[config.mk]
export PLATFORM = sky130hd
export DESIGN_NAME = uart_rx_flat
export DESIGN_NICKNAME = d
export VERILOG_FILES = /design/src/rtl/uart_pkg.sv /design/src/rtl/uart_rx_if.sv /design/src/rtl/uart_rx_sync.sv /design/src/rtl/uart_rx.sv /design/src/flat_wrapper.sv
export SDC_FILE = /design/constraint.sdc
export NUM_CORES = 1
export LEC_CHECK = 0
export BUFFER_PORTS_ARGS = -buffer_cell sky130_fd_sc_hd__buf_2
export CAP_MARGIN = 30
export CELL_PAD_IN_SITES_DETAIL_PLACEMENT = 0
export CELL_PAD_IN_SITES_GLOBAL_PLACEMENT = 1
export CORE_UTILIZATION = 40
export CTS_CLUSTER_SIZE = 24
export DETAILED_ROUTE_END_ITERATION = 6
export PLACE_DENSITY = 0.79
export SKIP_LAST_GASP = 1
export SLEW_MARGIN = 20
export SYNTH_ARGS = -nofsm -noshare
export SYNTH_HDL_FRONTEND = slang
export SYNTH_HIERARCHICAL = 1
export SYNTH_SLANG_ARGS = --single-unit
[constraint.sdc]
create_clock -name clk_in -period 2.2 [get_ports clk_in]
set_clock_uncertainty 0.2 [all_clocks]
set_input_delay 0.44 -clock clk_in [delete_from_list [all_inputs] [get_ports clk_in]]
set_output_delay 0.44 -clock clk_in [all_outputs]
set_load 0.1 [all_outputs]
[src/rtl/uart_pkg.sv]
// uart_pkg: types and defaults shared by the UART receiver, transmitter and tick generator.
package uart_pkg;
   typedef enum logic [2:0] {IDLE, START, DATA, PARITY, STOP} uart_rx_state_t;
   localparam int UART_DEFAULT_SAMPLE_RATE = 16;
   localparam int UART_DEFAULT_DATA_BITS = 8;
endpackage

[src/rtl/uart_rx_if.sv]
// uart_rx_if: serial input, oversample strobe and frame result signals of the UART receiver.
interface uart_rx_if import uart_pkg::*; #(
   parameter int DATA_BITS = UART_DEFAULT_DATA_BITS
);
   logic                 tick_in;
   logic                 rx_in;
   logic [DATA_BITS-1:0] data_out;
   logic                 valid_out;
   logic                 frame_err_out;
   logic                 parity_err_out;
   logic                 busy_out;
   modport slave (
      input  tick_in, rx_in,
      output data_out, valid_out, frame_err_out, parity_err_out, busy_out
   );
   modport master (
      output tick_in, rx_in,
      input  data_out, valid_out, frame_err_out, parity_err_out, busy_out
   );
endinterface

[src/rtl/uart_rx_sync.sv]
// uart_rx_sync: two-flop synchroniser for an asynchronous input, with a configurable reset value.
module uart_rx_sync #(
   parameter logic RST_VAL = 1'b1
) (
   input  logic clk_in,
   input  logic rst_n_in,
   input  logic d_in,
   output logic q_out
);
   logic meta_q, meta_d, sync_q, sync_d;
   always_comb begin
      meta_d = d_in;
      sync_d = meta_q;
   end
   always_ff @(posedge clk_in) begin
      if (!rst_n_in) begin
         meta_q <= RST_VAL;
         sync_q <= RST_VAL;
      end else begin
         meta_q <= meta_d;
         sync_q <= sync_d;
      end
   end
   assign q_out = sync_q;
endmodule

[src/rtl/uart_rx.sv]
// uart_rx: oversampling UART receiver; start qualified at mid-bit, data sampled at bit centre, LSB first.
// Define UART_RX_PARITY_EN to expect an even-parity bit between the data and stop bits.
module uart_rx import uart_pkg::*; #(
   parameter int SAMPLE_RATE = UART_DEFAULT_SAMPLE_RATE,
   parameter int DATA_BITS = UART_DEFAULT_DATA_BITS
) (
   input logic      clk_in,
   input logic      rst_n_in,
   uart_rx_if.slave bus
);
   localparam int CW = $clog2(SAMPLE_RATE);
   localparam int BW = $clog2(DATA_BITS);
   localparam logic [CW-1:0] CNT_MID = CW'(SAMPLE_RATE / 2 - 1);
   localparam logic [CW-1:0] CNT_END = CW'(SAMPLE_RATE - 1);
   localparam logic [BW-1:0] IDX_END = BW'(DATA_BITS - 1);
`ifdef UART_RX_PARITY_EN
   localparam uart_rx_state_t AFTER_DATA = PARITY;
`else
   localparam uart_rx_state_t AFTER_DATA = STOP;
`endif

   uart_rx_state_t       state_q, state_d;
   logic [CW-1:0]        cnt_q, cnt_d;
   logic [BW-1:0]        idx_q, idx_d;
   logic [DATA_BITS-1:0] shreg_q, shreg_d, data_q, data_d;
   logic                 par_bad_q, par_bad_d;
   logic                 valid_q, valid_d, ferr_q, ferr_d, perr_q, perr_d, busy_q, busy_d;
   logic                 rx_s, at_end;

   uart_rx_sync #(.RST_VAL(1'b1)) u_sync (
      .clk_in   (clk_in),
      .rst_n_in (rst_n_in),
      .d_in     (bus.rx_in),
      .q_out    (rx_s)
   );

   assign at_end = cnt_q == CNT_END;

   always_comb begin
      state_d   = state_q;
      cnt_d     = cnt_q;
      idx_d     = idx_q;
      shreg_d   = shreg_q;
      par_bad_d = par_bad_q;
      data_d    = data_q;
      valid_d   = 1'b0;
      ferr_d    = 1'b0;
      perr_d    = 1'b0;
      if (bus.tick_in) begin
         case (state_q)
            IDLE: begin
               state_d = rx_s ? IDLE : START;
               cnt_d   = '0;
            end
            START: begin
               cnt_d = (cnt_q == CNT_MID) ? '0 : cnt_q + 1'b1;
               if (cnt_q == CNT_MID) begin
                  state_d = rx_s ? IDLE : DATA;
                  idx_d   = '0;
               end
            end
            DATA: begin
               cnt_d = at_end ? '0 : cnt_q + 1'b1;
               if (at_end) begin
                  shreg_d = {rx_s, shreg_q[DATA_BITS-1:1]};
                  state_d = (idx_q == IDX_END) ? AFTER_DATA : DATA;
                  idx_d   = (idx_q == IDX_END) ? idx_q : idx_q + 1'b1;
               end
            end
`ifdef UART_RX_PARITY_EN
            PARITY: begin
               cnt_d = at_end ? '0 : cnt_q + 1'b1;
               if (at_end) begin
                  par_bad_d = rx_s ^ (^shreg_q);
                  state_d   = STOP;
               end
            end
`endif
            STOP: begin
               cnt_d = at_end ? '0 : cnt_q + 1'b1;
               if (at_end) begin
                  state_d = IDLE;
                  ferr_d  = !rx_s;
                  perr_d  = rx_s && par_bad_q;
                  valid_d = rx_s && !par_bad_q;
                  data_d  = (rx_s && !par_bad_q) ? shreg_q : data_q;
               end
            end
            default: begin
               state_d = IDLE;
               cnt_d   = '0;
            end
         endcase
      end
      busy_d = state_d != IDLE;
   end

   always_ff @(posedge clk_in) begin
      if (!rst_n_in) begin
         state_q   <= IDLE;
         cnt_q     <= '0;
         idx_q     <= '0;
         shreg_q   <= '0;
         par_bad_q <= 1'b0;
         data_q    <= '0;
         valid_q   <= 1'b0;
         ferr_q    <= 1'b0;
         perr_q    <= 1'b0;
         busy_q    <= 1'b0;
      end else begin
         state_q   <= state_d;
         cnt_q     <= cnt_d;
         idx_q     <= idx_d;
         shreg_q   <= shreg_d;
         par_bad_q <= par_bad_d;
         data_q    <= data_d;
         valid_q   <= valid_d;
         ferr_q    <= ferr_d;
         perr_q    <= perr_d;
         busy_q    <= busy_d;
      end
   end

   assign bus.data_out       = data_q;
   assign bus.valid_out      = valid_q;
   assign bus.frame_err_out  = ferr_q;
   assign bus.parity_err_out = perr_q;
   assign bus.busy_out       = busy_q;
endmodule
[src/flat_wrapper.sv]
// flat-port wrapper written by rule: the top's interface ports become plain ports
module uart_rx_flat import uart_pkg::*;
#(
   parameter int SAMPLE_RATE = UART_DEFAULT_SAMPLE_RATE,
   parameter int DATA_BITS = UART_DEFAULT_DATA_BITS
)
  (clk_in, rst_n_in, bus_tick_in, bus_rx_in, bus_data_out, bus_valid_out, bus_frame_err_out, bus_parity_err_out, bus_busy_out);
  uart_rx_if #(.DATA_BITS(DATA_BITS)) bus_i ();
  input logic clk_in;
  input logic rst_n_in;
  input wire logic [$bits(bus_i.tick_in)-1:0] bus_tick_in;
  input wire logic [$bits(bus_i.rx_in)-1:0] bus_rx_in;
  output wire logic [$bits(bus_i.data_out)-1:0] bus_data_out;
  output wire logic [$bits(bus_i.valid_out)-1:0] bus_valid_out;
  output wire logic [$bits(bus_i.frame_err_out)-1:0] bus_frame_err_out;
  output wire logic [$bits(bus_i.parity_err_out)-1:0] bus_parity_err_out;
  output wire logic [$bits(bus_i.busy_out)-1:0] bus_busy_out;
  assign bus_i.tick_in = bus_tick_in;
  assign bus_i.rx_in = bus_rx_in;
  assign bus_data_out = bus_i.data_out;
  assign bus_valid_out = bus_i.valid_out;
  assign bus_frame_err_out = bus_i.frame_err_out;
  assign bus_parity_err_out = bus_i.parity_err_out;
  assign bus_busy_out = bus_i.busy_out;
  uart_rx #(.SAMPLE_RATE(SAMPLE_RATE), .DATA_BITS(DATA_BITS)) u_core (.clk_in(clk_in), .rst_n_in(rst_n_in), .bus(bus_i));
endmodule
-- Yosys cells after proc, flatten, opt, wreduce, memory -nomap -nowiden
Cells that the tools add are included.
- input port bits: 4
- register bits after elaboration: 31
- word-level logic and storage cells: 45
- reduce and logical (&&, ||, !) cells: 9
- equal/unequal tests: 9
- muxes and demuxes: 15
- $add $sub $neg: 2
- operators with widths (kind ; number):
    2-to-1 mux 3 bit ; 8
    case mux 3 bit (4 select lines) ; 1
    2-to-1 mux 4 bit ; 2
    case mux 4 bit (2 select lines) ; 1
    AND reduction 4 bit ; 2
    equality test 3 bit, second input constant ; 2
    case mux 3 bit (2 select lines) ; 1
    AND reduction 5 bit ; 1
    adder 4 x 1 -> 4 bit, second input constant ; 1
    equality test 4 x 3 -> 1 bit, second input constant ; 1
    equality test 4 bit, second input constant ; 1
    inequality test 2 x 1 -> 1 bit, second input constant ; 2
    adder 3 x 1 -> 3 bit, second input constant ; 1
    equality test 3 x 1 -> 1 bit, second input constant ; 1
    equality test 3 x 2 -> 1 bit, second input constant ; 1
    zero test 3 bit ; 1
    AND reduction 3 bit ; 1
    nonzero test 3 bit ; 1
    2-to-1 mux 2 bit ; 1
    inequality test 2 bit, second input constant ; 1
    nonzero test 2 bit ; 1
    OR reduction 2 bit ; 1
    zero test 1 bit ; 1
    2-to-1 mux 1 bit ; 1

-- Depth between registers and ports, before layout
Gate-level depths: netlist (run 1).
- depth in word-level cells: 6
- depth in mapped cells: 7
- mapped depth without buffers: 6

-- Hierarchy
The synthesis (run 1) kept the hierarchy.
- by module, submodules not included (module ; instances ; sequential area each (µm²) ; area an instance (µm²) ; cells an instance):
    uart_rx ; 1 ; 580.6 ; 1347.5 ; 132
    uart_rx_sync ; 1 ; 40.0 ; 52.6 ; 4

-- Least setup slack after synthesis (run 1)
No wires, ideal clock.
- path type: flip-flop to flip-flop
- from: register u_core.cnt_q[0]
- to: register u_core.busy_q (netlist: u_core/bus.busy_out)
- required time: 1.880 ns
- cell stages (with the launch flop): 8
- buffers on the path: 2
- clock period less this slack: 1.847 ns
- arrival: 1.527 ns
- setup slack: 0.353 ns
- library setup time: 0.120 ns
- path through: dfxtp_1 > ha_1 > and3_2 > buf_2 > nand4b_1 > buf_2 > o2bb2ai_1 > o31a_1
- word-level cells in the longest chain between the ends: 5
- ends and longest elaborated chain (what ; line ; text):
    start, declared ; uart_rx.sv:23 ; logic [CW-1:0] cnt_q, cnt_d;
    start signal, assigned ; uart_rx.sv:112 ; cnt_q <= cnt_d;
    equality test 4 bit / equality test 4 x 3 -> 1 bit (equally long branches) ; uart_rx.sv:37, uart_rx.sv:57 ;
    2-to-1 mux 3 bit (on tied branches) ; uart_rx.sv:81, uart_rx.sv:57, uart_rx.sv:64 ;
    case mux 3 bit (4 select lines) * ; uart_rx.sv:50 ; case (state_q)
    2-to-1 mux 3 bit * ; uart_rx.sv:49 ; if (bus.tick_in) begin
    nonzero test 3 bit * ; uart_rx.sv:95 ; busy_d = state_d != IDLE;
    end signal, assigned ; uart_rx.sv:120 ; busy_q <= busy_d;
    end, declared ; uart_rx.sv:27 ; logic valid_q, valid_d, ferr_q, ferr_d, perr_q, perr_d, busy_q, busy_d;
Every way passes the cells marked *; elsewhere a longest branch is shown, timed or not.
A chain may end at the register's enable or synchronous reset.

-- Final worst setup path (run 1)
- from: register u_core.state_q[0]
- to: register u_core.idx_q[0]
- word-level cells in the longest chain between the ends: 3
- ends and longest elaborated chain (what ; line ; text):
    start, declared ; uart_rx.sv:22 ; uart_rx_state_t state_q, state_d;
    start signal, assigned ; uart_rx.sv:111 ; state_q <= state_d;
    equality test 3 x 2 -> 1 bit / equality test 3 x 1 -> 1 bit (equally long branches) ; uart_rx.sv:50 ;
    inequality test 2 x 1 -> 1 bit (no source line), or another cell as far along ; -- ;
    AND reduction 5 bit (no source line) ; -- ;
    end signal, assigned ; uart_rx.sv:113 ; idx_q <= idx_d;
    end, declared ; uart_rx.sv:24 ; logic [BW-1:0] idx_q, idx_d;
Parallel ways exist; a longest one is shown, timed or not.

==> impl_metrics.env, run 1 <==
export IMPL_grt_overflow_total=0
export IMPL_irDropWorstVdd_mv=0.3113
export IMPL_fin_crit_ps=1976
export IMPL_grt_pass1_wl_mm=3.594
export IMPL_crit_required_ps=2260
export IMPL_fin_crit_sh_pct=89.84
export IMPL_m1WireLength_mm=1.160
export IMPL_slew_headroom_pct=64.38
export IMPL_vias=966
export IMPL_max_freq_mhz=506.0
export IMPL_cts_htree_levels=2
export IMPL_final_common_cell="dfxtp_1"
export IMPL_totalWireLength_mm=2.269
export IMPL_p_sw_share_pct=20.48
export IMPL_p_total_uw=1067
export IMPL_n_antenna_cell=0
export IMPL_viasPerCell=4.929
export IMPL_layout_common_cells="dfxtp_1 (31), nor2b_1 (19), mux2i_1 (17)"
export IMPL_initial_core_util_pct=41.96
export IMPL_comb_power_share_pct=4.2
export IMPL_multi_input_area_um2=691.9
export IMPL_intPower_uw=848.1
export IMPL_core_area_um2=3337
export IMPL_clockPowerShare_pct=42.5
export IMPL_critPathSlowestCell="dfxtp_1"
export IMPL_crit_path_start_kind="flip-flop"
export IMPL_ys_ff_latch=31
export IMPL_path_cells="xor2_1, a311oi_1, nor4b_1, mux2_2"
export IMPL_avgSynthCellArea_um2=10.29
export IMPL_cts_sinks=31
export IMPL_clkSlewWorstSetupHoldPaths_ps=90
export IMPL_cp_top_family="flip-flops"
export IMPL_cp_data_arrival_time_ps=2040
export IMPL_hold_class="in2reg"
export IMPL_seqPwrFrac_pct=53.2
export IMPL_top_layer="met4"
export IMPL_synthDistinctLibCells=38
export IMPL_clockBufferDepth=2
export IMPL_cts_tree="done"
export IMPL_met3_length_um=91
export IMPL_timing_worst_setup_path_type="reg2reg"
export IMPL_switchingPower_uw=218.4
export IMPL_async_flop_share_pct=0
export IMPL_die_h_um=61.16
export IMPL_synth_enable_flop_cells=0
export IMPL_die_w_um=61.16
export IMPL_ant_nets=0
export IMPL_cts_root_buf="clkbuf_4"
export IMPL_hold_worst_slack_ps=96.03
export IMPL_drt_iter0_markers=27
export IMPL_grt_pass1_vias=845
export IMPL_drv_slew=0
export IMPL_grt_max_degree=21
export IMPL_drc=0
export IMPL_cap_violations=0
export IMPL_yosysWarnings=6
export IMPL_track_usage_pct=13.42
export IMPL_end_kind="flip-flop"
export IMPL_cts_hold_buffers_added=0
export IMPL_wl_met2_um=999
export IMPL_synth_main_ff_cell="dfxtp_1"
export IMPL_firstDrtPassIters=4
export IMPL_ios=16
export IMPL_rsz0062_at_grt="no"
export IMPL_numCtsBuffers=5
export IMPL_p_per_area_nw_per_um2=685.2
export IMPL_worstMarginPinSlew_ps=526.9
export IMPL_rows=21
export IMPL_die_area_um2=3741
export IMPL_nets=156
export IMPL_tns_ps=0
export IMPL_clk_latency_ps=310
export IMPL_outcome="finished, final reports clean"
export IMPL_postCtsSetupBuffers=0
export IMPL_cp_max_fo=13
export IMPL_io_buffer_count=14
export IMPL_antenna_found_initial=0
export IMPL_leakage_uw=0.0007404
export IMPL_synthCells=136
export IMPL_place_hpwl_mm=1.580
export IMPL_area_growth_pct=11.17
export IMPL_cp_num_buf_inv=0
export IMPL_seq_area_um2=620.6
export IMPL_hold_viol_final=0
export IMPL_setup_viol=0
export IMPL_wl_per_cell_um=11.58
export IMPL_gp_congestion=0.7372
export IMPL_cp_slowest_stage_delay_ps=600
export IMPL_layout_drive_gt1_share_pct=20.67
export IMPL_synth_area_um2=1400
export IMPL_num_fill_cells=352
export IMPL_synth_seq_area_share_pct=44.33
export IMPL_post_cts_resized=0
export IMPL_syn_num_nets=143
power by group through the flow:
| stage | registers (uW) | clock network (uW) | logic, uW |
|---|---|---|---|
| 4_1_cts | 568 | 470 | 45.4 |
| 2_1_floorplan | 584 | 0 | 37.9 |
| 6_report | 568 | 454 | 45.1 |
| 5_1_grt | 569 | 500 | 49.4 |
| 3_5_place_dp | 581 | 0 | 45.2 |
| 3_3_place_gp | 581 | 0 | 44.6 |
per-stage QoR:
stage | std cells | cell area (um^2) | setup slack [ps] | utilization [%]
global placement | 188 | 1470 | 271.6 | 44.06
global route | 196 | 1556 | 83.89 | 46.64
floorplan | 136 | 1400 | 353.0 | -
finish | 196 | 1556 | 223.6 | 46.64
CTS | 196 | 1556 | 247.4 | 46.64
detailed placement | 188 | 1470 | 207.8 | 44.06
sequential cells by signal, indices dropped and copies added, names as in the netlist:
| name | flops |
|---|---|
| u_core/bus.frame_err_out | 1 |
| u_core/bus.data_out | 8 |
| u_core/state_q | 3 |
| u_core/bus.busy_out | 1 |
| u_core/cnt_q | 4 |
| u_core/idx_q | 3 |
| u_core/shreg_q | 8 |
| u_core/bus.valid_out | 1 |
| u_core/u_sync/meta_q | 1 |
| u_core/u_sync/q_out | 1 |
layer usage:
metal  vias up  GRT usage (%)
li1        502              -
met1       443          16.93
met2        19          20.19
met3         2          5.672
met4         0          5.519
met5         -              0
layout make-up:
type	count	area share [%]
inverter	4	0.9646
timing repair buffer	16	5.466
clock inverter	2	2.251
multi-input combinational	91	44.45
clock buffer	6	3.296
sequential	31	39.87
tap	46	3.698
worst register-to-register path: stages (launching register included):
cell	delay [ps]
dfxtp_1	600
xor2_1	220
a311oi_1	140
nor4b_1	520
mux2_2	240
worst paths after layout:
kind,end,slack [ps],start,cells after the start
worst min register to register,u_core/u_sync/q_out,210,u_core/u_sync/meta_q,1
worst min-delay path,u_core/u_sync/meta_q,100,bus_rx_in,2
worst max register to register,u_core/idx_q[0],220,u_core/state_q[0],4
worst max-delay path,u_core/idx_q[0],220,u_core/state_q[0],4
cells by family (layout without fill, tap and decap cells):
group	Yosys count	in the layout	synth area share (%)
other	1	1	0.2678
AND/OR/NAND/NOR	46	46	21.18
flip-flops	31	31	44.33
AO/OA/AOI/OAI	20	20	10.46
XOR/XNOR	3	3	1.877
buffers and inverters	14	28	6.255
adder cells (fa/ha/maj)	3	3	2.681
multiplexers	18	18	12.96
cells in the mapped netlist, types with 3 or more instances:
cell	count	area, um^2
nand2_1	3	11.26
dfxtp_1	31	620.6
buf_2	3	15.01
buf_4	3	22.52
mux2i_1	17	170.2
nand2b_1	3	18.77
o21ai_0	5	25.02
ha_1	3	37.54
inv_1	4	15.01
and2_1	3	18.77
nor2b_1	19	118.9
Note: power is estimated with default switching activity, not from simulation.
==> run 2: changes to the inputs <==
Settings changed: BUFFER_PORTS_ARGS -buffer_cell sky130_fd_sc_hd__buf_2 to not set, CELL_PAD_IN_SITES_DETAIL_PLACEMENT 0 to not set, CELL_PAD_IN_SITES_GLOBAL_PLACEMENT 1 to not set, DONT_BUFFER_PORTS set to 1, PLACE_DENSITY 0.79 to 0.62, SETUP_SLACK_MARGIN set to 0.02.
==> run 2 against run 1 <==
Routed wire length rose by 6.3%. Power fell by 12%. Sequential share of layout area rose by 0.39 points. Largest power group unchanged. Register-to-register slack got worse by 20 ps. Setup slack got worse by 22 ps. Hold slack got worse by 79 ps. Highest routed layer unchanged. Cell area fell by 0.96%. Via count rose by 0.93%. Global-route usage rose by 2.3 points. Largest cell class unchanged. Clock power fell by 26%. Die area did not move. Critical path type unchanged. Non-clock buffer count fell by 3.
==> impl_metrics.env, run 2 (same netlist as run 1, synthesis figures left out) <==
export IMPL_r2r_end="u_core/idx_q[0]"
export IMPL_initial_core_util_pct=41.96
export IMPL_area_growth_pct=10.10
export IMPL_max_freq_mhz=500.4
export IMPL_switchingPower_uw=214.1
export IMPL_drt_iter0_markers=45
export IMPL_cts_tree="done"
export IMPL_nets=153
export IMPL_wl_per_cell_um=12.57
export IMPL_grt_max_degree=30
export IMPL_place_hpwl_mm=1.645
export IMPL_comb_power_share_pct=3.9
export IMPL_gp_congestion=0.7631
export IMPL_cap_violations=0
export IMPL_drc=0
export IMPL_intPower_uw=726.4
export IMPL_clockBufferDepth=2
export IMPL_cp_data_arrival_time_ps=2020
export IMPL_cts_sinks=31
export IMPL_vias=975
export IMPL_irDropWorstVdd_mv=0.3709
export IMPL_tns_ps=0
export IMPL_rsz0062_at_grt="no"
export IMPL_grt_busiest_layer="met2"
export IMPL_firstDrtPassIters=4
export IMPL_fin_crit_sh_pct=90.84
export IMPL_hold_start="bus_rx_in"
export IMPL_grt_util_met1_pct=16.95
export IMPL_n_antenna_cell=0
export IMPL_drv_slew=0
export IMPL_die_h_um=61.16
export IMPL_setup_viol=0
export IMPL_grt_overflow_total=0
export IMPL_reg2regPathDepth=4
export IMPL_leakage_uw=0.0007124
export IMPL_die_w_um=61.16
export IMPL_track_usage_pct=15.68
export IMPL_cts_root_buf="clkbuf_4"
export IMPL_place_area_um2=1475
export IMPL_cts_htree_levels=2
export IMPL_layout_drive_gt1_share_pct=17.81
export IMPL_final_area_um2=1541
export IMPL_end_kind="flip-flop"
export IMPL_core_area_um2=3337
export IMPL_p_sw_share_pct=22.76
export IMPL_grt_use_met3_pct=6.092
export IMPL_r2r_start="u_core/state_q[0]"
export IMPL_min_path_cells=1
export IMPL_crit_required_ps=2220
export IMPL_outcome="finished, final reports clean"
export IMPL_worstMarginPinSlew_ps=492.9
export IMPL_slew_headroom_pct=66.68
export IMPL_final_common_cell="dfxtp_1"
export IMPL_p_per_area_nw_per_um2=610.1
export IMPL_hold_viol_final=0
export IMPL_totalWireLength_mm=2.413
export IMPL_ios=16
export IMPL_clockPowerShare_pct=35.8
export IMPL_r2r_slack_ps=200
export IMPL_fin_crit_ps=1999
export IMPL_ant_nets=0
export IMPL_timing_worst_setup_path_type="reg2reg"
export IMPL_cp_startpoint="u_core/state_q[0]"
export IMPL_numCtsBuffers=5
export IMPL_grt_pass1_vias=937
export IMPL_p_total_uw=940.5
export IMPL_seqPwrFrac_pct=60.4
export IMPL_grt_pass1_wl_mm=4.133
export IMPL_min_delay_worst_endpoint="u_core/u_sync/meta_q"
export IMPL_rows=21
export IMPL_antenna_found_initial=0
export IMPL_io_buffer_count=0
export IMPL_fin_ws_ps=201.5
export IMPL_final_util_pct=46.19
export IMPL_cp_max_fo=13
export IMPL_clk_latency_ps=320
export IMPL_crit_path_start_kind="flip-flop"
export IMPL_postCtsSetupBuffers=0
export IMPL_clkSlewWorstSetupHoldPaths_ps=100
export IMPL_die_area_um2=3741
export IMPL_viasPerCell=5.078
export IMPL_post_place_ws_ps=249.6
export IMPL_layout_common_cells="dfxtp_1 (31), nor2b_1 (19), mux2i_1 (17)"
export IMPL_globalRouteMet2Util_pct=26.71
export IMPL_hold_class="in2reg"
-- run 2: changes by cell type in the layout (fill, tap and decap cells not counted) --
cell	before	now
dlygate4sd3_1	0	1
buf_4	2	12
bufinv_16	1	0
buf_2	14	0
-- run 2: per-stage QoR --
| stage | hold WS, ps | instances |
|---|---|---|
| 2_1_floorplan | 186.3 | 136 |
| 3_3_place_gp | 192.0 | 184 |
| 3_5_place_dp | 191.7 | 184 |
| 4_1_cts | 1.884 | 192 |
| 5_1_grt | 7.090 | 192 |
| 6_report | 16.88 | 192 |
-- run 2: cell type report --
class | instances | area, um^2
timing repair buffer | 13 | 100.1
multi-input combinational | 91 | 691.9
tap | 46 | 57.56
clock inverter | 1 | 5.005
clock buffer | 6 | 51.30
inverter | 4 | 15.01
sequential | 31 | 620.6
fill | 343 | 1795
-- run 2: how the worst max path moves through the flow --
stage	to	slack, ps	depth (start not counted)
after floorplan	u_core/bus.busy_out	350	7
after global placement	u_core/idx_q[0]	320	4
after detailed placement	u_core/idx_q[0]	250	4
after CTS	u_core/idx_q[0]	210	4
after global routing	u_core/idx_q[0]	30	4
final	u_core/idx_q[0]	200	4
-- run 2: metal layers --
metal / part of all wire (%) / routed length [um] / vias up
met1: 46 / 1109 / 456
met4: 1.4 / 33 / 0
li1: - / - / 491
met3: 5.5 / 132 / 4
met2: 47 / 1138 / 24
met5: 0 / 0 / -
-- run 2: power groups by stage --
stage	clock network (uW)	registers, uW	logic, uW
2_1_floorplan	0	584	37.9
3_3_place_gp	0	581	33.1
3_5_place_dp	0	581	34.3
4_1_cts	354	568	36.2
5_1_grt	385	569	39.2
6_report	336	568	36.2
-- run 2: worst max-delay path, cell delays in order, from the launching register on --
cell,delay (ps)
dfxtp_1,610
xor2_1,240
a311oi_1,150
o41a_1,430
mux2_2,280
-- run 2: repair_timing --
item | CTS | global route
endpoints found under the hold margin | 2 | 0
resized for setup | 0 | 0
hold buffers | 1 | 0
==> run 3: changes to the inputs <==
Settings changed: ABC_AREA set to 1, SYNTH_HIERARCHICAL 1 to not set.
==> run 3 against run 2 <==
Synthesized cell count rose by 38%. Clock power rose by 62%. Final cell count rose by 29%. Setup slack improved by 280 ps. Flip-flop and latch count did not move. Via count rose by 23%. Sequential power barely moved. Area after synthesis fell by 2.2%. Sequential share of layout area fell by 1.4 points. Critical path type unchanged. Critical endpoint is now u_core.idx_q[2].
==> impl_metrics.env, run 3 <==
export IMPL_outcome="finished, final reports clean"
export IMPL_layout_common_cells="nor2_1 (48), dfxtp_1 (31), nand2_1 (29)"
export IMPL_post_cts_resized=0
export IMPL_ios=16
export IMPL_post_synth_most_frequent_cells="nor2_1 (48), dfxtp_1 (31), nand2_1 (29)"
export IMPL_synthCells=188
export IMPL_n_antenna_cell=0
export IMPL_gp_congestion=0.8330
export IMPL_r2r_start="u_core.cnt_q[0]"
export IMPL_clkSlewWorstSetupHoldPaths_ps=100
export IMPL_grt_overflow_total=0
export IMPL_core_area_um2=3153
export IMPL_cp_max_fo=5
export IMPL_r2r_end="u_core.idx_q[2]"
export IMPL_fin_crit_ps=1722
export IMPL_track_usage_pct=17.19
export IMPL_synthDistinctLibCells=26
export IMPL_fin_crit_sh_pct=78.26
export IMPL_crit_path_start_kind="flip-flop"
export IMPL_cap_violations=0
export IMPL_post_place_ws_ps=496.7
export IMPL_num_fill_cells=338
export IMPL_avgSynthCellArea_um2=7.281
export IMPL_syn_num_nets=195
export IMPL_totalWireLength_mm=2.597
export IMPL_hold_start="rst_n_in"
export IMPL_max_freq_mhz=580.8
export IMPL_nets=210
export IMPL_timing_worst_setup_path_type="reg2reg"
export IMPL_drv_slew=0
export IMPL_min_delay_worst_endpoint="u_core.shreg_q[3]"
export IMPL_synth_area_um2=1369
export IMPL_yosysWarnings=0
export IMPL_grt_max_degree=22
export IMPL_leakage_uw=0.0006996
export IMPL_final_cells=248
export IMPL_vias=1202
export IMPL_rsz0062_at_grt="no"
export IMPL_initial_core_util_pct=43.41
export IMPL_grt_pass1_wl_mm=4.505
export IMPL_drt_iter0_markers=40
export IMPL_firstDrtPassIters=4
export IMPL_cts_htree_levels=2
export IMPL_wl_per_cell_um=10.47
export IMPL_clockBufferDepth=2
export IMPL_die_h_um=60.50
export IMPL_hold_class="in2reg"
export IMPL_ys_ff_latch=31
export IMPL_yosys_top_cells_area="dfxtp_1 (45%), nor2_1 (13%), nand2_1 (8.0%)"
export IMPL_antenna_found_initial=0
export IMPL_place_hpwl_mm=1.922
export IMPL_min_path_cells=2
export IMPL_layout_drive_gt1_share_pct=15.69
export IMPL_yosysTopAreaCell="dfxtp_1"
export IMPL_cp_data_arrival_time_ps=1730
export IMPL_viasPerCell=4.847
export IMPL_hold_viol_final=0
export IMPL_rows=20
export IMPL_drc=0
export IMPL_numCtsBuffers=5
export IMPL_setup_viol=0
export IMPL_placed_cells=239
export IMPL_reg2regPathDepth=8
export IMPL_end_kind="flip-flop"
export IMPL_cts_sinks=31
export IMPL_async_flop_share_pct=0
export IMPL_p_per_area_nw_per_um2=722.3
export IMPL_synth_most_common_cell="nor2_1"
export IMPL_clk_latency_ps=330
export IMPL_die_area_um2=3660
export IMPL_die_w_um=60.50
export IMPL_ant_nets=0
export IMPL_tns_ps=0
export IMPL_synth_seq_area_share_pct=45.34
export IMPL_fin_ws_ps=478.4
export IMPL_synth_main_ff_cell="dfxtp_1"
export IMPL_r2r_slack_ps=480
export IMPL_synth_top_area_share_pct=45.34
export IMPL_io_buffer_count=0
export IMPL_final_common_cell="nor2_1"
export IMPL_synth_enable_flop_cells=0
export IMPL_crit_required_ps=2210
export IMPL_grt_pass1_vias=1081
export IMPL_cts_root_buf="clkbuf_4"
export IMPL_area_growth_pct=16.64
export IMPL_irDropWorstVdd_mv=0.5503
export IMPL_cts_tree="done"
run 3: cell types whose count changed after synthesis, sizes merged, moves of 4 or more:
cell,previous run,this run
a21oi,2,7
buf,6,2
inv,4,14
mux2i,17,0
nand2,3,31
nand3,2,16
nor2,2,52
nor2b,19,0
o21ai,5,18
run 3: metal layers:
layer	wire length [um]	vias to the layer above	global-route usage, %
li1	-	634	-
met1	1180	537	19.42
met2	1217	26	28.41
met3	154	5	6.610
met4	44	0	8.442
met5	0	-	0
run 3: worst max-delay path, stage by stage, from the launching register on:
cell	delay, ps
dfxtp_1	400
ha_1	310
nand2_2	110
nor2_2	110
nor2_1	70
nor2_2	140
nand3_1	130
nand2_1	80
a21oi_1	60
run 3: cell type report:
class                   count  area [um^2]  share of cell area [%]
repair buffers             12        92.59                   5.799
well taps                  44        55.05                   3.448
clock buffers               6        41.29                   2.586
clock inverters             2        60.06                   3.762
inverters                  17        70.07                   4.389
flip-flops and latches     31        620.6                   38.87
multi-input cells         136        656.9                   41.14
run 3: how the worst max path moves through the flow:
stage / from / end / cells after the start
after CTS: u_core.cnt_q[0] / u_core.idx_q[2] / 8
after global placement: u_core.cnt_q[0] / u_core.bus.data_out[1] / 6
after detailed placement: u_core.cnt_q[0] / u_core.idx_q[2] / 8
final: u_core.cnt_q[0] / u_core.idx_q[2] / 8
after floorplan: u_core.bus.data_out[0] / bus_data_out[0] / 0
after global routing: u_core.cnt_q[0] / u_core.idx_q[2] / 8
run 3: per-stage QoR:
step	utilization (%)	power [uW]	hold WS [ps]	area, um^2
final	50.63	1153	29.86	1597
after global routing	50.63	1196	19.55	1597
after CTS	50.63	1168	18.75	1597
after detailed placement	47.10	622.5	208.2	1485
after global placement	47.10	621.8	199.5	1485
after floorplan	-	622.9	192.5	1369
run 3: logic make-up after synthesis:
kind of cell | share of synthesized area, %
AND/OR/NAND/NOR | 35.83
flip-flops | 45.34
AO/OA/AOI/OAI | 9.141
buffers and inverters | 6.671
other | 0.2740
adder cells (fa/ha/maj) | 2.743
run 3: where the power goes:
part	total, uW	internal [uW]	switching, uW
Clock	543	355	188
Sequential	567	564	2.73
Combinational	43.7	12.4	31.3
run 3: repair_timing:
action                                  CTS  global route
endpoints found under the setup margin    0             0
buffers inserted                          0             0
hold endpoints to repair                  1             0
hold buffers                              1             0
